<file path="src/rtl/flex_sample_counter_pkg.sv">
// -----------------------------------------------------------------------------
// flex_counter_pkg
//   Shared types and default widths for the flexible sample counter slice.
//   mode_t selects between continuous wrapping and one-shot counting.
// -----------------------------------------------------------------------------
package flex_counter_pkg;

    typedef enum logic {
        MODE_WRAP    = 1'b0,
        MODE_ONESHOT = 1'b1
    } mode_t;

    localparam int unsigned DEF_NUM_BITS = 10;
    localparam int unsigned DEF_EVT_BITS = 8;

endpackage : flex_counter_pkg

</file>
<file path="src/rtl/flex_sample_counter_if.sv">
// -----------------------------------------------------------------------------
// flex_sample_counter_if
//   Control/status bundle between a sample-strobe source (master) and the
//   flexible sample counter (slave).
//   master drives : clear, count_enable, mode, rollover_val
//   slave drives  : count_out, rollover_flag, block_done, block_count
// -----------------------------------------------------------------------------
interface flex_sample_counter_if
    import flex_counter_pkg::*;
#(
    parameter int unsigned NUM_BITS = DEF_NUM_BITS,
    parameter int unsigned EVT_BITS = DEF_EVT_BITS
) ();

    logic                clear;
    logic                count_enable;
    mode_t               mode;
    logic [NUM_BITS-1:0] rollover_val;
    logic [NUM_BITS-1:0] count_out;
    logic                rollover_flag;
    logic                block_done;
    logic [EVT_BITS-1:0] block_count;

    modport master (
        output clear, count_enable, mode, rollover_val,
        input  count_out, rollover_flag, block_done, block_count
    );

    modport slave (
        input  clear, count_enable, mode, rollover_val,
        output count_out, rollover_flag, block_done, block_count
    );

endinterface : flex_sample_counter_if

</file>
<file path="src/rtl/flex_sample_counter_sat_event_counter.sv">
// -----------------------------------------------------------------------------
// sat_event_counter
//   Saturating event tally: adds one per cycle with inc high, sticks at
//   all-ones. Only reset returns it to zero.
//   clk   : rising-edge clock
//   reset : synchronous active-high reset
//   inc   : increment request (one event per cycle)
//   count : registered tally
// -----------------------------------------------------------------------------
module sat_event_counter
    import flex_counter_pkg::*;
#(
    parameter int unsigned EVT_BITS = DEF_EVT_BITS
) (
    input  logic                clk,
    input  logic                reset,
    input  logic                inc,
    output logic [EVT_BITS-1:0] count
);

    localparam logic [EVT_BITS-1:0] CNT_MAX = {EVT_BITS{1'b1}};
    localparam logic [EVT_BITS-1:0] CNT_ONE = EVT_BITS'(1);

    logic [EVT_BITS-1:0] count_q;
    logic [EVT_BITS-1:0] count_d;

    // Next tally: increment unless already saturated.
    always_comb begin
        count_d = count_q;
        if (inc && (count_q != CNT_MAX)) begin
            count_d = count_q + CNT_ONE;
        end else begin
            count_d = count_q;
        end
    end

    // Tally register with synchronous reset.
    always_ff @(posedge clk) begin
        if (reset) begin
            count_q <= '0;
        end else begin
            count_q <= count_d;
        end
    end

    assign count = count_q;

endmodule : sat_event_counter

</file>
<file path="src/rtl/flex_sample_counter.sv">
// -----------------------------------------------------------------------------
// flex_sample_counter
//   Counts qualified sample strobes up to a programmable terminal count R
//   (rollover_val). WRAP mode runs 0,1..R,1..R,... with no dead cycle between
//   periods; ONESHOT mode stops and holds at R until cleared. Reports the
//   terminal count as a level (rollover_flag) and as a one-cycle pulse on
//   entry (block_done), and keeps a saturating tally of completed blocks.
//   clk   : rising-edge clock
//   reset : synchronous active-high reset (highest priority)
//   bus   : slave side of flex_sample_counter_if
//           in : clear, count_enable, mode, rollover_val
//           out: count_out, rollover_flag, block_done, block_count
// -----------------------------------------------------------------------------
module flex_sample_counter
    import flex_counter_pkg::*;
#(
    parameter int unsigned NUM_BITS = DEF_NUM_BITS,
    parameter int unsigned EVT_BITS = DEF_EVT_BITS
) (
    input  logic                 clk,
    input  logic                 reset,
    flex_sample_counter_if.slave bus
);

    localparam logic [NUM_BITS-1:0] CNT_ZERO = '0;
    localparam logic [NUM_BITS-1:0] CNT_ONE  = NUM_BITS'(1);

    logic [NUM_BITS-1:0] count_q;
    logic [NUM_BITS-1:0] count_d;
    logic                flag_q;
    logic                flag_d;
    logic                done_q;
    logic                done_d;
    logic [EVT_BITS-1:0] tally_s;
    logic [NUM_BITS-1:0] term_s;
    logic                active_s;

    assign term_s   = bus.rollover_val;
    // R == 0 disables counting entirely.
    assign active_s = bus.count_enable && (term_s != CNT_ZERO);

    // Next-count and terminal-pulse decision.
    always_comb begin
        count_d = count_q;
        done_d  = 1'b0;
        if (bus.clear) begin
            count_d = CNT_ZERO;
            done_d  = 1'b0;
        end else if (active_s) begin
            if (count_q < term_s) begin
                // count_q < R guarantees the increment cannot overflow.
                count_d = count_q + CNT_ONE;
                done_d  = ((count_q + CNT_ONE) == term_s);
            end else if (count_q == term_s) begin
                if (bus.mode == MODE_WRAP) begin
                    // Restart at 1; with R == 1 that re-enters R and is a
                    // completed block of its own.
                    count_d = CNT_ONE;
                    done_d  = (term_s == CNT_ONE);
                end else begin
                    count_d = count_q;
                    done_d  = 1'b0;
                end
            end else begin
                // Out of range after R was lowered: resync without a pulse.
                if (bus.mode == MODE_ONESHOT) begin
                    count_d = term_s;
                end else begin
                    count_d = CNT_ONE;
                end
                done_d = 1'b0;
            end
        end else begin
            count_d = count_q;
            done_d  = 1'b0;
        end
    end

    // Level flag tracks the count that will be held after this edge against
    // the R presented now, so an R change alone updates it one edge later.
    always_comb begin
        flag_d = 1'b0;
        if (bus.clear) begin
            flag_d = 1'b0;
        end else begin
            flag_d = (count_d == term_s) && (term_s != CNT_ZERO);
        end
    end

    // Count, flag and pulse registers.
    always_ff @(posedge clk) begin
        if (reset) begin
            count_q <= CNT_ZERO;
            flag_q  <= 1'b0;
            done_q  <= 1'b0;
        end else begin
            count_q <= count_d;
            flag_q  <= flag_d;
            done_q  <= done_d;
        end
    end

    // Tally advances on the same edge that raises block_done.
    sat_event_counter #(
        .EVT_BITS (EVT_BITS)
    ) u_tally (
        .clk   (clk),
        .reset (reset),
        .inc   (done_d),
        .count (tally_s)
    );

    assign bus.count_out     = count_q;
    assign bus.rollover_flag = flag_q;
    assign bus.block_done    = done_q;
    assign bus.block_count   = tally_s;

endmodule : flex_sample_counter
</file>
<file path="src/flat_wrapper.sv">
// flat-port wrapper written by rule: the top's interface ports become plain ports
module flex_sample_counter_flat import flex_counter_pkg::*;
#(
    parameter int unsigned NUM_BITS = DEF_NUM_BITS,
    parameter int unsigned EVT_BITS = DEF_EVT_BITS
)
  (clk, reset, bus_clear, bus_count_enable, bus_mode, bus_rollover_val, bus_count_out, bus_rollover_flag, bus_block_done, bus_block_count);
  flex_sample_counter_if #(.NUM_BITS(NUM_BITS), .EVT_BITS(EVT_BITS)) bus_i ();
  input  logic clk;
  input  logic reset;
  input wire logic [$bits(bus_i.clear)-1:0] bus_clear;
  input wire logic [$bits(bus_i.count_enable)-1:0] bus_count_enable;
  input wire logic [$bits(bus_i.mode)-1:0] bus_mode;
  input wire logic [$bits(bus_i.rollover_val)-1:0] bus_rollover_val;
  output wire logic [$bits(bus_i.count_out)-1:0] bus_count_out;
  output wire logic [$bits(bus_i.rollover_flag)-1:0] bus_rollover_flag;
  output wire logic [$bits(bus_i.block_done)-1:0] bus_block_done;
  output wire logic [$bits(bus_i.block_count)-1:0] bus_block_count;
  assign bus_i.clear = bus_clear;
  assign bus_i.count_enable = bus_count_enable;
  assign bus_i.mode = bus_mode;
  assign bus_i.rollover_val = bus_rollover_val;
  assign bus_count_out = bus_i.count_out;
  assign bus_rollover_flag = bus_i.rollover_flag;
  assign bus_block_done = bus_i.block_done;
  assign bus_block_count = bus_i.block_count;
  flex_sample_counter #(.NUM_BITS(NUM_BITS), .EVT_BITS(EVT_BITS)) u_core (.clk(clk), .reset(reset), .bus(bus_i));
endmodule
</file>
<file path="config.mk">
export PLATFORM = sky130hd
export DESIGN_NAME = flex_sample_counter_flat
export DESIGN_NICKNAME = d
export VERILOG_FILES = /design/src/rtl/flex_sample_counter_pkg.sv /design/src/rtl/flex_sample_counter_if.sv /design/src/rtl/flex_sample_counter_sat_event_counter.sv /design/src/rtl/flex_sample_counter.sv /design/src/flat_wrapper.sv
export SDC_FILE = /design/constraint.sdc
export NUM_CORES = 1
export LEC_CHECK = 0
export CAP_MARGIN = 15
export CORE_MARGIN = 2
export CORE_UTILIZATION = 30
export DETAILED_ROUTE_END_ITERATION = 6
export GPL_ROUTABILITY_DRIVEN = 0
export PLACE_DENSITY = 0.53
export SKIP_CTS_REPAIR_TIMING = 1
export SLEW_MARGIN = 20
export SYNTH_ARGS = -nofsm -noshare
export SYNTH_HDL_FRONTEND = slang
export SYNTH_SLANG_ARGS = --single-unit
</file>
<file path="constraint.sdc">
create_clock -name clk -period 5.9 [get_ports clk]
set_input_delay 1.18 -clock clk [delete_from_list [all_inputs] [get_ports clk]]
set_output_delay 1.18 -clock clk [all_outputs]
set_load 0.05 [all_outputs]
</file>
==> results of run 1 <==
-- stage by stage --
step	hold WS [ns]	std cells	power (mW)	setup slack [ns]
final	0.523	398	0.376	1.17
after global routing	0.557	398	0.392	0.856
after CTS	0.514	398	0.377	1.24
after detailed placement	0.500	394	0.225	0.958
after global placement	0.505	394	0.226	1.09
after floorplan	0.719	275	0.195	1.75
-- placed cells by master (no fill, tap or decap), drive strengths merged, types with 3 or more instances in the layout --
| cell type | netlist | final |
|---|---|---|
| clkdlybuf4s50 | 0 | 34 |
| nor2 | 25 | 25 |
| nand3 | 20 | 20 |
| dfxtp | 20 | 20 |
| inv | 15 | 15 |
| nand2 | 14 | 14 |
| xnor2 | 13 | 13 |
| ha | 12 | 12 |
| a21oi | 11 | 11 |
| nor3 | 10 | 10 |
| nand4 | 8 | 8 |
| xor2 | 7 | 7 |
| buf | 6 | 7 |
| and3 | 6 | 6 |
| mux2i | 6 | 6 |
| a31oi | 6 | 6 |
| o211ai | 6 | 6 |
| nor4 | 6 | 6 |
| a311oi | 5 | 5 |
| o31ai | 5 | 5 |
| or3 | 5 | 5 |
| or4 | 5 | 5 |
| a21o | 4 | 4 |
| a211oi | 4 | 4 |
| o21ai | 4 | 4 |
| o41ai | 4 | 4 |
| or2 | 3 | 3 |
| o2111ai | 3 | 3 |
| nor2b | 3 | 3 |
| clkbuf | 12 | 3 |
-- how the worst min path moves through the flow --
stage	to	slack, ns	cells past startpoint
after floorplan	u_core.u_tally.count[5]$_SDFFE_PP0P_	0.72	2
after global placement	u_core.u_tally.count[5]$_SDFFE_PP0P_	0.51	2
after detailed placement	u_core.u_tally.count[5]$_SDFFE_PP0P_	0.50	2
after CTS	u_core.u_tally.count[5]$_SDFFE_PP0P_	0.51	2
after global routing	u_core.u_tally.count[5]$_SDFFE_PP0P_	0.56	2
final	u_core.u_tally.count[5]$_SDFFE_PP0P_	0.52	2
-- critical path, cell delays in order --
cell and delay (ns):
clkdlybuf4s50_1 0.65, inv_1 0.14, ha_1 0.32, nand3_1 0.20, a211oi_1 0.43, o41a_1 0.37, nor2_2 0.14, nor4b_1 0.56
o211ai_1 0.31, or4_1 0.48, a21oi_1 0.14
-- cells by family (layout without fill, tap and decap cells) --
| group | Yosys count | in the layout |
|---|---|---|
| AO/OA/AOI/OAI | 71 | 71 |
| XOR/XNOR | 22 | 22 |
| adder cells (fa/ha/maj) | 12 | 12 |
| buffers and inverters | 33 | 60 |
| flip-flops | 20 | 20 |
| multiplexers | 6 | 6 |
| AND/OR/NAND/NOR | 111 | 111 |
-- flip-flops by register name, summed over array words and instances, names as in the netlist --
name	count
u_core.bus.count_out	10
u_core.u_tally.count	8
u_core.bus.rollover_flag	1
u_core.bus.block_done	1
-- report_power, final --
| group | total [mW] | switching (mW) | internal [mW] |
|---|---|---|---|
| logic | 0.0834 | 0.0493 | 0.0341 |
| clock network | 0.153 | 0.0618 | 0.0909 |
| registers | 0.140 | 0.00397 | 0.136 |
-- final cells by class --
| cell class | instances | area [sq um] |
|---|---|---|
| fill | 718 | 4200 |
| inverter | 15 | 56.3 |
| timing repair buffer | 41 | 393 |
| tap | 96 | 120 |
| sequential | 20 | 400 |
| clock buffer | 3 | 41.3 |
| clock inverter | 1 | 30.0 |
| multi-input combinational | 222 | 1590 |
-- routing by layer --
metal	track usage, %	wire, um
met1	27.5	3210
met2	30.8	3230
met3	3.86	647
met4	5.51	171
met5	0	0
==> flow_metrics.env, run 1 <==
export IMPL_final_util_pct=38.5
export IMPL_synth_area_mux_share_pct=2.83
export IMPL_setup_viol=0
export IMPL_postPlaceCellArea_sq_um=2560
export IMPL_slew_headroom_pct=53.4
export IMPL_ir_drop_mv=0.0729
export IMPL_clkTransAtPathRegs_ns=0.09
export IMPL_yosys_area_top_type="dfxtp_1"
export IMPL_crit_path_end_kind="register"
export IMPL_synth_seq_area_share_pct=18.9
export IMPL_synth_edf_count=0
export IMPL_min_delay_start="u_core.u_tally.count[5]$_SDFFE_PP0P_"
export IMPL_startpoint_type="input pin"
export IMPL_syn_inst=275
export IMPL_drc=0
export IMPL_cp_data_required_time_ns=6.10
export IMPL_reg2reg_slack_ns=2.29
export IMPL_grt_pass1_vias=2190
export IMPL_die_area_sq_um=7750
export IMPL_drv_cap=0
export IMPL_detail_route_antenna_nets=0
export IMPL_floorplan_die_width_um=88.1
export IMPL_cts_inserted_buffers=3
export IMPL_synth_nets=302
export IMPL_crit_path_end="u_core.u_tally.count[5]$_SDFFE_PP0P_"
export IMPL_yosys_area_share_simple_pct=28.2
export IMPL_synth_top_family_by_area="simple AND/OR/NAND/NOR gates"
export IMPL_grt_max_degree=18
export IMPL_synth_top_area_share_pct=18.9
export IMPL_die_h_um=88.1
export IMPL_initial_core_util_pct=31.0
export IMPL_drtIter0Drc=202
export IMPL_post_drt_wl_per_cell_um=18.2
export IMPL_area_growth_pct=24.2
export IMPL_fin_tns_setup_ns=0
export IMPL_fp_coreArea_sq_um=6830
export IMPL_netlist_area_sq_um=2120
export IMPL_hold_class="reg2reg"
export IMPL_reg2regPathDepth=8
export IMPL_ys_top_cells_by_count="24 x nor2_1, 20 x dfxtp_1, 20 x nand3_1, 15 x inv_1, 14 x nand2_1"
export IMPL_slew_viol_final=0
export IMPL_design_area_sq_um=2630
export IMPL_dr_total_vias=2356
export IMPL_crit_fanout=8
export IMPL_ioPinCount=35
export IMPL_ys_seq_elements=20
export IMPL_vias_per_cell=5.92
export IMPL_clock_path_buffers=2
export IMPL_cts_sinks=20
export IMPL_fmax_mhz=211
export IMPL_powerDensity_nw_per_um2=143
export IMPL_path_class="in2reg"
export IMPL_synth_xor_area_share_pct=10.4
export IMPL_gr_total_overflow=0
export IMPL_dr_pass1_iters=5
export IMPL_fin_skew_ns=0.0152
export IMPL_antenna_found_initial=0
export IMPL_grt_total_usage_pct=19.6
export IMPL_cts_root_buf="clkbuf_8"
export IMPL_worstMarginPinSlew_ns=0.692
export IMPL_post_dp_hpwl_um=5330
export IMPL_fin_nets=330
export IMPL_crit_arrival_ns=4.93
export IMPL_syn_area_per_cell_sq_um=7.71
export IMPL_diodes=0
export IMPL_startpoint="bus_rollover_val[6]"
export IMPL_async_flop_share_pct=0
export IMPL_rsz0062_at_grt="no"
export IMPL_clk_latency_ns=0.29
export IMPL_synth_ff_type="dfxtp_1"
export IMPL_cts_htree_levels=1
export IMPL_synth_compound_area_share_pct=26.2
export IMPL_post_synth_top_count_cell="nor2_1"
export IMPL_crit_reg2reg_launch="u_core.bus.count_out[2]$_SDFF_PP0_"
export IMPL_total_leakage_power_nw=0.941
export IMPL_cts_tree="yes"
export IMPL_drt_total_wl_um=7260
export IMPL_rows=30
export IMPL_period_share_pct=80.2
export IMPL_synthTopCellsByArea="dfxtp_1 19%, ha_1 7.1%, xnor2_1 5.4%"
export IMPL_port_buffers=34
export IMPL_rr_endpoint="u_core.u_tally.count[5]$_SDFFE_PP0P_"
export IMPL_synth_cell_type_count=58
export IMPL_drive_above_1_share_pct=8.28
export IMPL_min_period_ns=4.73
export IMPL_yosys_warnings=0
export IMPL_grt_pass1_wl_um=11800
export IMPL_synth_adder_area_share_pct=7.08
export IMPL_status="finished clean"
export IMPL_hold_viol=0
Power figures use the tool's default switching activity.
==> run 2, diff against run 1 <==
==> constraint.sdc (replaced) <==
create_clock -name clk -period 4.5 [get_ports clk]
set_input_delay 0.9 -clock clk [delete_from_list [all_inputs] [get_ports clk]]
set_output_delay 0.9 -clock clk [all_outputs]
set_load 0.05 [all_outputs]
==> flow_metrics.env, run 2 (synthesis results as in run 1) <==
export IMPL_grt_max_degree=18
export IMPL_rsz0062_at_grt="no"
export IMPL_clock_path_buffers=2
export IMPL_fp_coreArea_sq_um=6830
export IMPL_status="finished clean"
export IMPL_cts_htree_levels=1
export IMPL_final_util_pct=40.2
export IMPL_pwr_share_comb_pct=23.9
export IMPL_worstMarginPinSlew_ns=0.721
export IMPL_fin_skew_ns=0.00692
export IMPL_fin_tns_setup_ns=0
export IMPL_clock_power_share_pct=38.7
export IMPL_total_leakage_power_nw=1.02
export IMPL_cts_tree="yes"
export IMPL_setup_viol=0
export IMPL_drv_cap=0
export IMPL_finalNonFillerCells=413
export IMPL_place_ws_ns=0.235
export IMPL_initial_core_util_pct=31.0
export IMPL_ir_drop_mv=0.104
export IMPL_period_share_pct=88.7
export IMPL_drtIter0Drc=211
export IMPL_clk_latency_ns=0.27
export IMPL_grt_pass1_wl_um=11700
export IMPL_p_switching_mw=0.142
export IMPL_path_class="in2reg"
export IMPL_floorplan_die_width_um=88.1
export IMPL_slew_viol_final=0
export IMPL_hold_viol=0
export IMPL_die_area_sq_um=7750
export IMPL_min_period_ns=3.99
export IMPL_cts_sinks=20
export IMPL_detail_route_antenna_nets=0
export IMPL_crit_fanout=7
export IMPL_hold_class="reg2reg"
export IMPL_cts_root_buf="clkbuf_8"
export IMPL_drc=0
export IMPL_cts_inserted_buffers=3
export IMPL_area_growth_pct=29.5
export IMPL_largest_reg_flops=10
export IMPL_dr_total_vias=2354
export IMPL_post_drt_wl_per_cell_um=17.6
export IMPL_port_buffers=34
export IMPL_grt_total_usage_pct=19.5
export IMPL_drive_above_1_share_pct=12.6
export IMPL_slew_headroom_pct=50.7
export IMPL_crit_path_end_kind="register"
export IMPL_vias_per_cell=5.70
export IMPL_place_inst=409
export IMPL_ioPinCount=35
export IMPL_fmax_mhz=250
export IMPL_die_h_um=88.1
export IMPL_drt_total_wl_um=7280
export IMPL_crit_arrival_ns=4.20
export IMPL_clkTransAtPathRegs_ns=0.08
export IMPL_gr_total_overflow=0
export IMPL_finalWorstSetupSlack_ns=0.508
export IMPL_startpoint_type="input pin"
export IMPL_cp_data_required_time_ns=4.70
export IMPL_post_dp_hpwl_um=5570
export IMPL_antenna_found_initial=0
export IMPL_rows=30
export IMPL_grt_pass1_vias=2278
export IMPL_layout_commonest_cell="clkdlybuf4s50_1"
export IMPL_final_cell_mix="34 x clkdlybuf4s50_1, 24 x nor2_1, 22 x buf_4, 20 x nand3_1, 20 x dfxtp_1"
export IMPL_diodes=0
export IMPL_seqPwrFrac_pct=37.4
export IMPL_dr_pass1_iters=5
export IMPL_p_total_mw=0.490
export IMPL_p_int_mw=0.347
export IMPL_fin_nets=345
export IMPL_switching_share_pct=29.1
export IMPL_powerDensity_nw_per_um2=178
## run 2: cell types whose count changed in the layout (fill, tap and decap cells not counted)
| cell | change |
|---|---|
| buf_4 | +15 |
## run 2: final cells by class
type	count	area (sq um)
Clock buffer	3	41.3
Clock inverter	1	30.0
Fill cell	729	4090
Inverter	15	56.3
Multi-Input combinational cell	222	1590
Sequential cell	20	400
Tap cell	96	120
Timing Repair Buffer	56	505
## run 2: critical path: stages
cell,delay (ns)
clkdlybuf4s50_1,0.53
inv_1,0.11
ha_1,0.30
nand3_1,0.20
a211oi_1,0.13
o41ai_2,0.33
buf_4,0.22
nand2_1,0.08
nor4_1,0.36
buf_4,0.19
o211ai_1,0.23
or4_1,0.47
a21oi_1,0.14
## run 2: metrics by stage
step / area (sq um) / hold slack [ns]
finish: 2750 / 0.508
global route: 2750 / 0.552
CTS: 2750 / 0.516
detailed placement: 2670 / 0.501
global placement: 2670 / 0.495
floorplan: 2120 / 0.719
## run 2: power by group through the flow
stage	clock network (mW)	registers [mW]	logic [mW]
2_1_floorplan	0	0.191	0.0655
3_3_place_gp	0	0.187	0.115
3_5_place_dp	0	0.187	0.115
4_1_cts	0.192	0.183	0.115
5_1_grt	0.199	0.184	0.127
6_report	0.190	0.183	0.117
## run 2: metal layers
| layer | routed length (um) | GRT usage, % | vias up |
|---|---|---|---|
| met5 | 0 | 0 | - |
| met4 | 169 | 5.65 | 0 |
| met3 | 516 | 3.39 | 16 |
| met2 | 3230 | 31.3 | 126 |
| met1 | 3370 | 26.9 | 1079 |
| li1 | - | - | 1133 |
## run 2: worst paths after layout
kind	cells after the start	start	endpoint	slack (ns)
worst max-delay path	13	bus_rollover_val[5]	u_core.u_tally.count[5]$_SDFFE_PP0P_	0.51
worst min register to register	2	u_core.u_tally.count[5]$_SDFFE_PP0P_	u_core.u_tally.count[5]$_SDFFE_PP0P_	0.51
worst max register to register	11	u_core.bus.count_out[6]$_SDFF_PP0_	u_core.u_tally.count[5]$_SDFFE_PP0P_	1.13
worst min-delay path	2	u_core.u_tally.count[5]$_SDFFE_PP0P_	u_core.u_tally.count[5]$_SDFFE_PP0P_	0.51
==> run 3, diff against run 2 <==
==> constraint.sdc (replaced) <==
create_clock -name clk -period 5 [get_ports clk]
set_input_delay 1 -clock clk [delete_from_list [all_inputs] [get_ports clk]]
set_output_delay 1 -clock clk [all_outputs]
set_load 0.05 [all_outputs]
==> flow_metrics.env, run 3 (synthesis results as in run 1) <==
export IMPL_slew_viol_final=0
export IMPL_hold_end="u_core.u_tally.count[5]$_SDFFE_PP0P_"
export IMPL_cts_sinks=20
export IMPL_floorplan_die_width_um=88.1
export IMPL_drt_total_wl_um=7070
export IMPL_crit_arrival_ns=4.62
export IMPL_detail_route_antenna_nets=0
export IMPL_rows=30
export IMPL_fmax_mhz=226
export IMPL_cts_inserted_buffers=3
export IMPL_worstMarginPinSlew_ns=0.598
export IMPL_die_h_um=88.1
export IMPL_die_area_sq_um=7750
export IMPL_crit_path_end_kind="register"
export IMPL_fin_tns_setup_ns=0
export IMPL_reg2reg_slack_ns=1.53
export IMPL_cts_htree_levels=1
export IMPL_grt_max_degree=18
export IMPL_design_area_sq_um=2680
export IMPL_clk_latency_ns=0.28
export IMPL_ir_drop_mv=0.0977
export IMPL_nFillCells=744
export IMPL_powerDensity_nw_per_um2=165
export IMPL_hold_class="reg2reg"
export IMPL_dr_total_vias=2382
export IMPL_drtIter0Drc=209
export IMPL_post_dp_hpwl_um=5450
export IMPL_cts_tree="yes"
export IMPL_period_share_pct=88.4
export IMPL_min_period_ns=4.42
export IMPL_final_cell_mix="34 x clkdlybuf4s50_1, 24 x nor2_1, 20 x nand3_1, 20 x dfxtp_1, 15 x inv_1"
export IMPL_status="finished clean"
export IMPL_largest_reg_flops=10
export IMPL_fin_skew_ns=0.00957
export IMPL_hold_viol=0
export IMPL_rr_endpoint="u_core.u_tally.count[5]$_SDFFE_PP0P_"
export IMPL_hold_ws_ns=0.516
export IMPL_crit_reg2reg_launch="u_core.bus.count_out[0]$_SDFF_PP0_"
export IMPL_multi_input_area_sq_um=1590
export IMPL_total_leakage_power_nw=0.971
export IMPL_reg2regPathDepth=11
export IMPL_p_total_mw=0.441
export IMPL_gr_total_overflow=0
export IMPL_grt_total_usage_pct=19.1
export IMPL_grt_pass1_wl_um=11400
export IMPL_hold_depth=2
export IMPL_seqCellArea_sq_um=400
export IMPL_finalWorstSetupSlack_ns=0.582
export IMPL_area_growth_pct=26.3
export IMPL_clkTransAtPathRegs_ns=0.08
export IMPL_postPlaceCellArea_sq_um=2610
export IMPL_ioPinCount=35
export IMPL_drive_above_1_share_pct=10.1
export IMPL_post_drt_wl_per_cell_um=17.5
export IMPL_place_ws_ns=0.336
export IMPL_min_delay_start="u_core.u_tally.count[5]$_SDFFE_PP0P_"
export IMPL_initial_core_util_pct=31.0
export IMPL_port_buffers=34
export IMPL_dr_pass1_iters=5
export IMPL_setup_viol=0
export IMPL_drc=0
export IMPL_cts_root_buf="clkbuf_8"
export IMPL_layout_commonest_cell="clkdlybuf4s50_1"
export IMPL_clock_path_buffers=2
export IMPL_startpoint_type="input pin"
export IMPL_crit_fanout=8
export IMPL_cp_data_required_time_ns=5.20
export IMPL_rsz0062_at_grt="no"
export IMPL_path_class="in2reg"
export IMPL_fp_coreArea_sq_um=6830
export IMPL_drv_cap=0
export IMPL_diodes=0
export IMPL_slew_headroom_pct=59.8
export IMPL_fin_nets=336
export IMPL_grt_pass1_vias=2348
export IMPL_antenna_found_initial=0
export IMPL_vias_per_cell=5.90
-- run 3: cell types whose count changed in the layout (fill, tap and decap cells not counted) --
cell	delta
buf_4	-9
-- run 3: how the worst max path moves through the flow --
stage / slack, ns / start / end
4_1_cts: 0.61 / bus_rollover_val[6] / u_core.u_tally.count[5]$_SDFFE_PP0P_
5_1_grt: 0.27 / bus_rollover_val[6] / u_core.u_tally.count[5]$_SDFFE_PP0P_
2_1_floorplan: 1.03 / bus_rollover_val[9] / u_core.bus.rollover_flag$_SDFF_PP0_
3_3_place_gp: 0.53 / bus_rollover_val[7] / u_core.bus.rollover_flag$_SDFF_PP0_
6_report: 0.58 / bus_rollover_val[6] / u_core.u_tally.count[5]$_SDFFE_PP0P_
3_5_place_dp: 0.34 / bus_rollover_val[6] / u_core.u_tally.count[5]$_SDFFE_PP0P_
-- run 3: power by group --
| group | internal (mW) | leakage [nW] | switching (mW) |
|---|---|---|---|
| Sequential | 0.161 | 0.162 | 0.00484 |
| Clock | 0.107 | 0.0357 | 0.0672 |
| Combinational | 0.0420 | 0.774 | 0.0587 |
-- run 3: per-stage QoR --
stage,util [%],instances
2_1_floorplan,-,275
3_3_place_gp,38.2,400
3_5_place_dp,38.2,400
4_1_cts,39.2,404
5_1_grt,39.2,404
6_report,39.2,404
-- run 3: routing by layer --
metal	vias up	wire, um	track usage (%)
met5	-	0	0
met4	0	182	6.47
met3	18	459	3.20
met2	111	3250	32.4
met1	1134	3180	24.4
li1	1119	-	-
-- run 3: layout make-up --
type	count	share of cell area [%]
clock buffers	3	1.54
flip-flops and latches	20	15.0
clock inverters	1	1.12
well taps	96	4.49
inverters	15	2.10
multi-input cells	222	59.4
repair buffers	47	16.4
-- run 3: worst max-delay path: stages --
cell	delay (ns)
clkdlybuf4s50_1	0.64
inv_1	0.14
ha_1	0.31
nand3_1	0.21
a211oi_1	0.47
o41a_1	0.37
nor2_2	0.13
nor4b_1	0.37
buf_4	0.19
o211ai_1	0.19
or4_1	0.45
a21oi_1	0.14
